<file path="config.mk">
export PLATFORM = sky130hd
export DESIGN_NAME = mem_stage
export DESIGN_NICKNAME = d
export VERILOG_FILES = /design/src/rtl/mem_stage.sv
export SDC_FILE = /design/constraint.sdc
export NUM_CORES = 1
export LEC_CHECK = 0
export BUFFER_PORTS_ARGS = -buffer_cell sky130_fd_sc_hd__buf_2
export CAP_MARGIN = 40
export CORE_AREA = 2 2 159 161
export CTS_CLUSTER_SIZE = 24
export DETAILED_ROUTE_END_ITERATION = 12
export DIE_AREA = 0 0 161 163
export HOLD_SLACK_MARGIN = 0.05
export SKIP_CTS_REPAIR_TIMING = 1
export SKIP_LAST_GASP = 1
export SYNTH_ARGS = -nofsm -noshare
export SYNTH_HDL_FRONTEND = slang
export SYNTH_SLANG_ARGS = --single-unit
</file>
<file path="constraint.sdc">
create_clock -name clk -period 3.3 [get_ports clk]
set_clock_uncertainty 0.1 [all_clocks]
set_input_delay 0.66 -clock clk [delete_from_list [all_inputs] [get_ports clk]]
set_output_delay 0.66 -clock clk [all_outputs]
set_load 0.02 [all_outputs]
</file>
<file path="src/rtl/mem_stage.sv">
// LEGv8 memory-access stage: drives the data-memory req/ack handshake, extracts
// load data for MEM/WB, and stalls the front of the pipe while a transfer is open.
module mem_stage #(
    parameter int WORDSIZE = 64,
    parameter int TIMEOUT  = 16,
    parameter int CNTW     = 5
) (
    input  logic                clk,
    input  logic                rst,
    input  logic                nopin,
    input  logic                memread,
    input  logic                memwrite,
    input  logic [1:0]          size,
    input  logic                signext,
    input  logic [WORDSIZE-1:0] addr,
    input  logic [WORDSIZE-1:0] wdata,
    output logic                dmem_req,
    output logic                dmem_we,
    output logic [WORDSIZE-1:0] dmem_addr,
    output logic [WORDSIZE-1:0] dmem_wdata,
    output logic [7:0]          dmem_wstrb,
    input  logic [WORDSIZE-1:0] dmem_rdata,
    input  logic                dmem_ack,
    output logic [WORDSIZE-1:0] readmem,
    output logic                stall,
    output logic                nopout,
    output logic                align_fault,
    output logic                bus_fault,
    output logic                dbg_state_o,
    output logic [CNTW-1:0]     dbg_cnt_o
);

    // Handshake: dmem_req is held high from the first request cycle until the
    // cycle dmem_ack is seen (transfer completes) or the wait budget runs out;
    // dmem_ack while dmem_req is low carries no meaning.
    typedef enum logic {
        IDLE = 1'b0,
        WAIT = 1'b1
    } state_t;

    state_t            state_q, state_d;
    logic [CNTW-1:0]   cnt_q, cnt_d;

    logic              op;
    logic              misaligned;
    logic              complete;
    logic [2:0]        lane;
    logic [7:0]        strb_base;
    logic [WORDSIZE-1:0] rshift;
    logic [WORDSIZE-1:0] load_val;

    assign op   = (memread | memwrite) & ~nopin;
    assign lane = addr[2:0];

    always_comb begin
        misaligned = 1'b0;
        strb_base  = 8'h01;
        case (size)
            2'b00: begin misaligned = 1'b0;        strb_base = 8'h01; end
            2'b01: begin misaligned = addr[0];     strb_base = 8'h03; end
            2'b10: begin misaligned = |addr[1:0];  strb_base = 8'h0F; end
            default: begin misaligned = |addr[2:0]; strb_base = 8'hFF; end
        endcase
    end

    assign dmem_we    = memwrite;
    assign dmem_addr  = {addr[WORDSIZE-1:3], 3'b000};
    assign dmem_wdata = wdata << {lane, 3'b000};
    assign dmem_wstrb = strb_base << lane;

    assign rshift = dmem_rdata >> {lane, 3'b000};

    always_comb begin
        load_val = rshift;
        case (size)
            2'b00: load_val = {{(WORDSIZE-8){signext & rshift[7]}}, rshift[7:0]};
            2'b01: load_val = {{(WORDSIZE-16){signext & rshift[15]}}, rshift[15:0]};
            2'b10: load_val = {{(WORDSIZE-32){signext & rshift[31]}}, rshift[31:0]};
            default: load_val = rshift;
        endcase
    end

    always_ff @(posedge clk or posedge rst) begin
        if (rst) begin
            state_q <= IDLE;
            cnt_q   <= '0;
        end else begin
            state_q <= state_d;
            cnt_q   <= cnt_d;
        end
    end

    always_comb begin
        state_d     = state_q;
        cnt_d       = cnt_q;
        dmem_req    = 1'b0;
        stall       = 1'b0;
        nopout      = 1'b1;
        align_fault = 1'b0;
        bus_fault   = 1'b0;
        complete    = 1'b0;
        readmem     = '0;
        case (state_q)
            IDLE: begin
                if (!op) begin
                    nopout = nopin;
                end else if (misaligned) begin
                    align_fault = 1'b1;
                end else begin
                    dmem_req = 1'b1;
                    if (dmem_ack) begin
                        complete = 1'b1;
                    end else begin
                        stall   = 1'b1;
                        state_d = WAIT;
                        cnt_d   = CNTW'(1);
                    end
                end
            end
            WAIT: begin
                dmem_req = 1'b1;
                // Ack is tested before the budget so a last-cycle ack still completes.
                if (dmem_ack) begin
                    complete = 1'b1;
                    state_d  = IDLE;
                    cnt_d    = '0;
                end else if (cnt_q == CNTW'(TIMEOUT)) begin
                    dmem_req  = 1'b0;
                    bus_fault = 1'b1;
                    state_d   = IDLE;
                    cnt_d     = '0;
                end else begin
                    stall = 1'b1;
                    cnt_d = cnt_q + CNTW'(1);
                end
            end
            default: begin
                state_d = IDLE;
                cnt_d   = '0;
            end
        endcase
        if (complete) begin
            nopout  = 1'b0;
            readmem = (memread & ~memwrite) ? load_val : '0;
        end
        // Reset gates the outputs combinationally so dmem_req drops at once.
        if (rst) begin
            dmem_req    = 1'b0;
            stall       = 1'b0;
            nopout      = 1'b1;
            align_fault = 1'b0;
            bus_fault   = 1'b0;
            readmem     = '0;
        end
    end

    assign dbg_state_o = state_q;
    assign dbg_cnt_o   = cnt_q;

endmodule
</file>
* Word-level counts from Yosys, hierarchy flattened
Cells that the tools add are included.
** Storage, ports and cells
- Bits in registers :: 6
- Input bits :: 201
- Output and inout bits :: 212
** Operators by class
- $add $sub $neg :: 1
- Equal/unequal tests :: 6
- Shift operators :: 3
- Multiplexer cells :: 40
- Bitwise logic cells :: 9
- Reductions and logical operators :: 4
** Operators with widths (number)
- $mux W64 :: 3
- $pmux W64 S3 :: 1
- $shl A64 B6 Y64 :: 1
- $shr A64 B6 Y64 :: 1
- $mux W1 :: 25
- $mux W5 :: 5
- $pmux W8 S3 :: 1
- $pmux W5 S2 :: 1
- $shl A8 B3 Y8 :: 1
- $ne A2 B2 Y1 const B :: 3
- $pmux W1 S2 :: 3
- $add A5 B1 Y5 const B :: 1
- $and A1 B1 Y1 :: 5
- $eq A5 B5 Y1 const B :: 1
- $not A1 Y1 :: 3
- $pmux W1 S3 :: 1
- $reduce_and A3 Y1 :: 1
- $reduce_or A3 Y1 :: 1
- $eq A2 B1 Y1 const B :: 1
- $eq A2 B2 Y1 const B :: 1
- $logic_not A2 Y1 :: 1
- $reduce_or A2 Y1 :: 1
- $or A1 B1 Y1 :: 1

* Logic depth before layout (Yosys ltp)
Gate-level depths: netlist of run 1.
- Depth after elaboration :: 7
- Depth in mapped cells :: 10
- Mapped depth without buffers :: 7

* Worst setup path before layout of run 1
OpenSTA, ideal clock, no wires.
- Kind :: in2out
- Start point :: in addr[0]
- End point :: out dmem_wstrb[6]
- Arrival time :: 2.815 ns
- Required time :: 2.540 ns
- Path slack :: -0.275 ns
- Stages on the path :: 7
- Path buffers :: 6
- Cells stage by stage :: buf_6 -> buf_4 -> buf_4 -> buf_4 -> buf_2 -> buf_2 -> a2111oi_0
** Between the ends
- Longest elaborated chain between the ends :: 1
** Ends and longest elaborated chain
- start, declared :: line 15 : input logic [WORDSIZE-1:0] addr,
- $shl A8 B3 Y8 :: line 69 : assign dmem_wstrb = strb_base << lane;
- end, declared :: line 21 : output logic [7:0] dmem_wstrb,
Every way passes these cells.

* Worst setup path after layout of run 1
- Start point :: in addr[2]
- End point :: out readmem[48]
** Between the ends
- Longest elaborated chain between the ends :: 7
- Elaborated cells on any way between the ends :: 13
- Classes of those cells :: 1 x shift; 8 x mux; 3 x bitwise; 1 x reduce/logical
** Ends and longest elaborated chain
- branches (longest 5 deep; another with $shr A64 B6 Y64)
- $mux W64 (*) :: line 142 : if (complete) begin
- $mux W64 (*) :: line 147 : if (rst) begin
- end, declared :: line 24 : output logic [WORDSIZE-1:0] readmem,
Mark *: on every way between the ends.

==> impl_results.md, run 1 <==
* Status: finished with violations
* Failing checks: setup timing
* Worst path required time at 2.54 ns
* Initial Util at 21.57%
* Post-synth ARST share at 100.0%
* Crit Path Class: in -> out
* Most common cell after layout, fill and taps aside: buf_2
* Antenna violations before repair at 8
* Syn Inst Count at 721
* Residual DRC count at 0
* Placed insts at 1267
* RSZ-0062 raised after global routing: true
* Post-DRT Antenna Nets at 0
* R2r startpoint: dbg_cnt_o[0]
* Pwr dens at 197.1 mW/mm^2
* Clock tree from TritonCTS: built
* Worst-path clk slew at 0.04 ns
* DR vias/cell at 4.974
* IO Pins at 413
* Most frequent cells in the layout: 267 x buf_2, 103 x nor2_1, 73 x buf_4
* GP Congestion at 0.8341
* H-tree depth at 1
* Post-synth cell types at 59
* Die Footprint at 0.02624 mm^2
* Crit-path cells: buf_4 -> nand2b_1 -> mux4_2 -> nor3_4 -> a2111oi_4 -> buf_4 -> clkbuf_16 -> nor3b_1 -> buf_2
* Number of max-cap violations at 0
* Core area at 0.02467 mm^2
* Row cnt at 58
* Final Critical Period at 3.303 ns
* Drt first-iter violations at 357
* Startpoint types: input port
* DRT Pass-1 Iters at 5
* #FFs+latches synth at 6
* Clock sink count at 6
* Achievable Freq at 302.7 MHz
* Crit. End Element: output port
* Total grt overflow at 0
* Die Span X at 161 um
* TNS Setup at -0.003104 ns
* Static Leak at 3.387 nW
* Final worst setup slack at -0.003104 ns
* Vias at 6347
* Largest net degree at the start of global routing at 63
* Total Wirelength at 26180 um
* Max stage delay on crit path at 0.52 ns
* Number of global-route vias before repair at 6259
* Most frequent CP cell: buf_4
* Total CTS buffers at 3
* Port Buf Inserts at 287
* Worst-margin pin slew at 0.5323 ns
* WHS at 0.3145 ns
* Die Y at 163 um
* Worst EP arrival at 2.54 ns
* Worst IR Drop VDD at 0.1963 mV
* Final setup viols at 1
* Slowest cell on crit path: mux4_2
* Register area share after synthesis at 2.821%
* Period utilisation layout at 100.1%
* Worst-Skew Late Latency at 0.23 ns
* Layout cells sized above 1 at 49.95%
* Area Growth Syn to Fin at 33.54%
* Synthesized area at 0.005323 mm^2
* Per-cell routed wire length at 20.52 um
* First-pass GRT wire length at 37830 um
* Crit path from: addr[2]
* Gr usage total at 18.60%
* Final hold vios at 0
* Final std cells w/o fill at 1276
* Clock tree root driver cell: clkbuf_16
* Number of synthesized flops with an enable pin at 0
* Synth Flop Type: dfrtp_1
* Final HPWL from detailed placement at 21550 um
* Crit-path max FO at 16
* Synth Area per Inst at 7.382 um^2
* Final nets at 1148
* Synthesis Warnings at 0
* Max clock buf depth at 2
* Core Util, Final at 28.81%
* R2r setup slk at 1.54 ns
* Slew margin rel. at 64.19%
* Min-Delay Path Class: in -> async
* Final slew viol count at 0
* Setup WS pre-CTS at -0.01189 ns
-- logic make-up (layout without fill, tap and decap cells) --
logic type	after synthesis	count (layout)	synth area share, %
and+or+nand+nor	264	264	26.07
AOI/OAI and AO/OA	177	177	20.48
DFF	6	6	2.821
buffers and inverters	143	363	17.65
xor gates and xnor gates	1	1	0.1646
adders and majority gates	2	2	0.4701
muxes	127	127	32.28
other	1	6	0.07045
-- synth_stat cells, types with 3 or more instances --
library cell	number	share of area (%)
a21oi_1	67	6.3
nor4_1	3	0.35
and2_1	28	3.3
buf_1	5	0.35
a211oi_1	16	2.3
o21ai_0	44	4.1
a22oi_1	5	0.71
mux2i_1	58	11
buf_2	18	1.7
mux4_2	32	14
buf_4	69	9.7
a2bb2oi_1	7	1.2
a211o_1	3	0.49
mux2_2	37	7.8
o2bb2ai_1	3	0.49
nand2b_1	7	0.82
inv_1	4	0.28
nor2b_1	12	1.4
nor2_1	103	7.3
nor3_1	4	0.38
nand2_1	56	3.9
and3_1	9	1.1
dfrtp_1	6	2.8
o22ai_1	13	1.5
buf_6	9	1.9
clkbuf_1	32	2.3
nor3_2	30	5.6
-- power by group --
group | total [mW] | switching (mW) | leakage (nW) | internal, mW
Combinational | 1.09 | 0.633 | 3.27 | 0.457
Sequential | 0.114 | 0.0244 | 0.0799 | 0.0893
Clock | 0.197 | 0.0416 | 0.0370 | 0.156
Total | 1.40 | 0.699 | 3.39 | 0.702
-- worst max-delay path: cells and delay by family --
kind,cells,cell delay (ns)
buffers and inverters,4,0.73
and+or+nand+nor,3,0.55
muxes,1,0.52
AOI/OAI and AO/OA,1,0.06
-- layer usage --
| layer | share of wire (%) | GRT usage [%] | up-vias |
|---|---|---|---|
| li1 | - | - | 2984 |
| met1 | 41 | 22.49 | 3015 |
| met2 | 49 | 33.11 | 260 |
| met3 | 6.9 | 3.743 | 78 |
| met4 | 3.1 | 5.925 | 10 |
| met5 | 0.26 | 0 | - |
-- sequential cells by signal, summed over array words and instances (netlist names) --
register	cells
dbg_cnt_o	5
dbg_state_o	1
-- cell type report --
class | count | area, um^2
fill | 2798 | 17570
multi-input combinational | 574 | 4284
timing repair buffer | 354 | 2156
tap | 330 | 412.9
sequential | 6 | 150.1
clock buffer | 3 | 75.07
inverter | 6 | 22.52
antenna | 3 | 7.507
-- worst paths after layout --
path                                end  cells past startpoint
setup reg to reg           dbg_cnt_o[3]                      7
hold / removal             dbg_cnt_o[1]                      2
max in group asynchronous  dbg_cnt_o[3]                      2
hold reg to reg            dbg_cnt_o[4]                      1
setup / recovery            readmem[48]                      9
min in group clk           dbg_cnt_o[4]                      1
-- stage by stage --
stage	cell area [um^2]	total power [mW]
final	7108	1.401
after global routing	7101	1.494
after detailed placement	6893	1.191
after CTS	6968	1.396
after global placement	6893	1.184
after floorplan	5336	0.8755
No activity file was read; power rests on OpenSTA's default activity.
==> inputs of run 2 (changes only) <==
--- a/config.mk
+++ b/config.mk
@@ -5,12 +5,14 @@
 export SDC_FILE = /design/constraint.sdc
 export NUM_CORES = 1
 export LEC_CHECK = 0
+export ABC_AREA = 1
 export BUFFER_PORTS_ARGS = -buffer_cell sky130_fd_sc_hd__buf_2
 export CAP_MARGIN = 40
-export CORE_AREA = 2 2 159 161
+export CORE_AREA = 2 2 158 160
+export CTS_CLUSTER_DIAMETER = 100
 export CTS_CLUSTER_SIZE = 24
 export DETAILED_ROUTE_END_ITERATION = 12
-export DIE_AREA = 0 0 161 163
+export DIE_AREA = 0 0 160 162
 export HOLD_SLACK_MARGIN = 0.05
 export SKIP_CTS_REPAIR_TIMING = 1
 export SKIP_LAST_GASP = 1
==> run 2 against run 1 <==
The run now ends clean. Setup slack improved by 0.072 ns. Sequential share of layout area increased by 0.12 points. Combinational power is 6% lower. Area after synthesis decreased by 0.14%. Sequential cell count stayed put. First-iteration DRC count up 65%. Largest cell class unchanged.
==> impl_results.md, run 2 <==
* Status: completed
* Area of the multi-input gates at 0.003862 mm^2
* Static Leak at 3.880 nW
* Crit-path max FO at 46
* Initial Util at 22.05%
* Register area at 150.1 um^2
* Post-synth cell types at 42
* Antenna violations before repair at 6
* Synthesized area at 0.005315 mm^2
* Final nets at 1410
* RSZ-0062 raised after global routing: false
* Drt first-iter violations at 588
* Fillers at 2935
* Worst EP arrival at 2.47 ns
* Area Growth Syn to Fin at 26.48%
* Register area share after synthesis at 2.825%
* Pwr dens at 197.0 mW/mm^2
* Clock tree from TritonCTS: built
* Post-DRT Antenna Nets at 0
* Syn Inst Count at 1014
* Min-Delay Path Class: in -> async
* Per-cell routed wire length at 17.13 um
* Worst IR Drop VDD at 0.1873 mV
* Synth Flop Type: dfrtp_1
* Total Wirelength at 26220 um
* Crit-path cells: buf_4 -> buf_12 -> buf_4 -> o21ai_0 -> o211ai_1 -> o211ai_1 -> a21oi_1 -> buf_2
* Worst-Skew Late Latency at 0.23 ns
* DR vias/cell at 4.881
* Final slew viol count at 0
* Layout cells sized above 1 at 32.03%
* Die Y at 162 um
* GP Congestion at 0.9203
* Number of global-route vias before repair at 7125
* Number of synthesized flops with an enable pin at 0
* Die Footprint at 0.02592 mm^2
* Slowest cell on crit path: o211ai_1
* Post-synth ARST share at 100.0%
* Vias at 7473
* Critical path buffer and inverter count at 4
* Final hold vios at 0
* Crit. End Element: output port
* Core area at 0.02411 mm^2
* Largest cells by area after synthesis: nand2_1 21%, buf_4 10%, o21ai_0 8.9%
* Slew margin rel. at 62.62%
* Family with the most delay on the worst path: compound AO/OA/AOI/OAI gates
* Clock tree root driver cell: clkbuf_16
* Final std cells w/o fill at 1531
* Final HPWL from detailed placement at 21280 um
* Worst-margin pin slew at 0.5549 ns
* Crit Path Class: in -> out
* Synthesis Warnings at 0
* Share of Yosys cell area claimed by the top area cell type at 20.76%
* Row cnt at 57
* Achievable Freq at 309.5 MHz
* Gr usage total at 19.04%
* Clock sink count at 6
* Synth top cells by count: 294 x nand2_1, 96 x inv_1, 94 x o21ai_0
* #FFs+latches synth at 6
* Most frequent cells in the layout: 294 x nand2_1, 286 x buf_2, 95 x inv_1
* Total grt overflow at 0
* Yosys top cell by area: nand2_1
* Worst-path clk slew at 0.04 ns
* Final Critical Period at 3.231 ns
* Number of max-cap violations at 0
* First-pass GRT wire length at 39190 um
* Most common cell after layout, fill and taps aside: nand2_1
* Max stage delay on crit path at 0.34 ns
* Startpoint types: input port
* TNS Setup at 0 ns
* Worst path required time at 2.54 ns
* Period utilisation layout at 97.92%
* Residual DRC count at 0
* Largest net degree at the start of global routing at 67
* Final setup viols at 0
* IO Pins at 413
* Port Buf Inserts at 287
* Synth Area per Inst at 5.242 um^2
* Placed insts at 1526
* Max FFs per register at 5
* Max clock buf depth at 2
* DRT Pass-1 Iters at 5
* Die Span X at 160 um
* Most numerous cell in the Yosys netlist: nand2_1
* Total CTS buffers at 3
* H-tree depth at 1
[run 2: worst reg2reg max path: cells and delay by family (launching register included)]
| kind | cells | cell delay, ns |
|---|---|---|
| AO/OA/AOI/OAI | 1 | 0.29 |
| buffers and inverters | 2 | 0.13 |
| adder cells (fa/ha/maj) | 1 | 0.19 |
| AND/OR/NAND/NOR | 1 | 0.13 |
| flip-flops | 1 | 0.41 |
[run 2: kinds of logic after synthesis]
kind of cell / count (synthesis) / synth area share, %
and+or+nand+nor: 509 / 44.09
buffers and inverters: 246 / 24.65
AOI/OAI and AO/OA: 223 / 22.88
muxes: 24 / 4.520
DFF: 6 / 2.825
xor gates and xnor gates: 3 / 0.4944
adders and majority gates: 2 / 0.4707
other: 1 / 0.07055
[run 2: final cells by class]
class	count	area share [%]
antenna	2	0.07445
clock buffer	3	1.117
inverter	105	5.918
multi-input combinational	764	57.45
sequential	6	2.233
tap	324	6.030
timing repair buffer	327	27.17
[run 2: layer usage]
| layer | up-vias | wire length [um] | GRT usage (%) |
|---|---|---|---|
| met4 | 8 | 1045 | 7.862 |
| met2 | 359 | 12940 | 34.85 |
| met3 | 75 | 2053 | 3.396 |
| li1 | 3632 | - | - |
| met5 | - | 57 | 0 |
| met1 | 3399 | 10120 | 21.87 |
[run 2: final timing paths]
kind | startpoint | endpoint | slack, ns | depth (start not counted)
min in group clk | dbg_cnt_o[4] | dbg_cnt_o[4] | 0.49 | 2
max reg2reg | dbg_cnt_o[0] | dbg_cnt_o[4] | 1.92 | 5
max in group asynchronous | rst | dbg_cnt_o[1] | 2.55 | 2
min reg2reg | dbg_cnt_o[4] | dbg_cnt_o[4] | 0.49 | 2
max | addr[0] | readmem[12] | 0.07 | 8
min | rst | dbg_cnt_o[2] | 0.31 | 2
[run 2: power by group]
| part | internal (mW) | switching [mW] |
|---|---|---|
| registers | 0.0886 | 0.0188 |
| clock network | 0.156 | 0.0455 |
| logic | 0.348 | 0.667 |
| total | 0.593 | 0.732 |
[run 2: stage by stage]
stage          power [mW]  utilization (%)  instance area, um^2  hold WS [ns]  setup WS [ns]
4_1_cts             1.325            27.87                 6718        0.3238         0.1201
5_1_grt             1.437            27.89                 6723        0.3397      0.0004614
2_1_floorplan      0.8569                -                 5323        0.3677         0.5241
3_3_place_gp        1.119            27.56                 6643        0.4722         0.1076
6_report            1.324            27.89                 6723        0.3119        0.06877
3_5_place_dp        1.121            27.56                 6643        0.4873         0.1253
==> inputs of run 3 (changes only) <==
--- a/config.mk
+++ b/config.mk
@@ -5,7 +5,6 @@
 export SDC_FILE = /design/constraint.sdc
 export NUM_CORES = 1
 export LEC_CHECK = 0
-export ABC_AREA = 1
 export BUFFER_PORTS_ARGS = -buffer_cell sky130_fd_sc_hd__buf_2
 export CAP_MARGIN = 40
 export CORE_AREA = 2 2 158 160
==> run 3 against run 2 <==
First-iteration DRC count down 36%. Clock-buffer cell count unchanged. Setup slack lost 0.031 ns. Routed wire length is 0.80% higher. Non-clock buffer count up 43. Final cell count shrank 16%. Die area is the same. Fmax decreased by 0.96%. Sequential cell count unchanged. Critical path type unchanged. Critical endpoint is now readmem[51]. Highest routed layer unchanged.
==> impl_results.md, run 3 (synthesis gave the netlist of run 1 again) <==
* Internal power at 0.7172 mW
* Worst-Skew Late Latency at 0.23 ns
* Core area at 0.02411 mm^2
* Per-cell routed wire length at 20.60 um
* H-tree depth at 1
* Gr usage total at 18.95%
* Slew margin rel. at 64.20%
* Placed inst area at 0.006935 mm^2
* Area Growth Syn to Fin at 36.48%
* Worst EP arrival at 2.50 ns
* Final instance area at 0.007264 mm^2
* Die Y at 162 um
* RSZ-0062 raised after global routing: true
* Min-Delay Path Class: in -> async
* Final nets at 1164
* Placed insts at 1266
* Die Span X at 160 um
* First-pass GRT wire length at 38430 um
* Final hold vios at 0
* Antenna violations before repair at 7
* Total Wirelength at 26430 um
* Sw Ratio at 49.73%
* R2r setup slk at 1.56 ns
* Area of the multi-input gates at 0.004312 mm^2
* Reg2reg end: dbg_cnt_o[3]
* Number of max-cap violations at 0
* IO Pins at 413
* Fillers at 2693
* Port Buf Inserts at 287
* Final Critical Period at 3.262 ns
* Status: completed
* Startpoint types: input port
* Final setup viols at 0
* Final HPWL from detailed placement at 21840 um
* Worst-margin pin slew at 0.5321 ns
* Number of global-route vias before repair at 6299
* Total CTS buffers at 3
* Worst IR Drop VDD at 0.1618 mV
* Vias at 6513
* Sw power at 0.7094 mW
* Post-DRT Antenna Nets at 0
* Residual DRC count at 0
* Worst-path clk slew at 0.03 ns
* Core Util, Final at 30.14%
* DRT Pass-1 Iters at 5
* Gate power share at 78.6%
* GP Congestion at 0.8828
* R2r startpoint: dbg_cnt_o[0]
* Seq pwr share at 7.9%
* Power share of the clock group at 13.5%
* Max FFs per register at 5
* Total grt overflow at 0
* Die Footprint at 0.02592 mm^2
* Most common cell after layout, fill and taps aside: buf_2
* Achievable Freq at 306.5 MHz
* Clock tree root driver cell: clkbuf_16
* Ant. Diodes at 0
* Period utilisation layout at 98.86%
* Static Leak at 3.483 nW
* Crit. End Element: output port
* Power Total at 1.427 mW
* Pwr dens at 196.4 mW/mm^2
* Crit Path Class: in -> out
* Clock sink count at 6
* TNS Setup at 0 ns
* Clock tree from TritonCTS: built
* Final slew viol count at 0
* Most frequent cells in the layout: 272 x buf_2, 100 x nor2_1, 81 x buf_4
* Register area at 150.1 um^2
* Drt first-iter violations at 374
* R2R depth at 7
* Crit-path max FO at 16
* Worst path required time at 2.54 ns
* Layout cells sized above 1 at 51.82%
* Final std cells w/o fill at 1283
* Largest net degree at the start of global routing at 43
* Initial Util at 22.08%
* DR vias/cell at 5.076
* Max clock buf depth at 2
* Row cnt at 57
==> run 3: area by class of cell <==
type                    count  area share [%]
multi-input cells         574           59.35
repair buffers            370           31.66
well taps                 324           5.580
flip-flops and latches      6           2.067
clock buffers               3           1.033
inverters                   6          0.3100
==> run 3: stage by stage <==
step                hold slack, ns  setup slack, ns
finish                      0.3428          0.03758
detailed placement          0.4508         -0.06148
global placement            0.4383          -0.1437
global route                0.3561         -0.01781
floorplan                   0.3619         0.006681
CTS                         0.3371         -0.07122
==> run 3: worst max path at each step <==
stage,start,endpoint,slack [ns],depth (start not counted)
after floorplan,size[0],readmem[48],0.007,8
after global placement,addr[0],readmem[12],-0.14,9
after detailed placement,addr[0],readmem[12],-0.06,9
after CTS,addr[0],readmem[12],-0.07,9
after global routing,addr[2],readmem[48],-0.02,9
final,addr[2],readmem[51],0.04,9
==> run 3: layer usage <==
metal	global-route usage, %	routed length [um]
met1	24.82	11300
met4	4.218	607
met3	4.009	1916
met5	0	88
met2	32.09	12520
==> run 3: critical path, stage by stage <==
cell	delay [ns]
buf_4	0.16
mux2i_1	0.15
mux4_2	0.51
nor3_4	0.19
a2111oi_4	0.07
buf_4	0.18
clkbuf_16	0.19
nor3_4	0.22
buf_4	0.18
==> run 3: power groups by stage <==
stage               combinational, mW  clock [mW]  sequential, mW
detailed placement               1.09           0           0.113
global route                     1.21       0.203           0.116
CTS                              1.10       0.195           0.112
floorplan                       0.750           0           0.126
global placement                 1.09           0           0.112
finish                           1.12       0.193           0.113
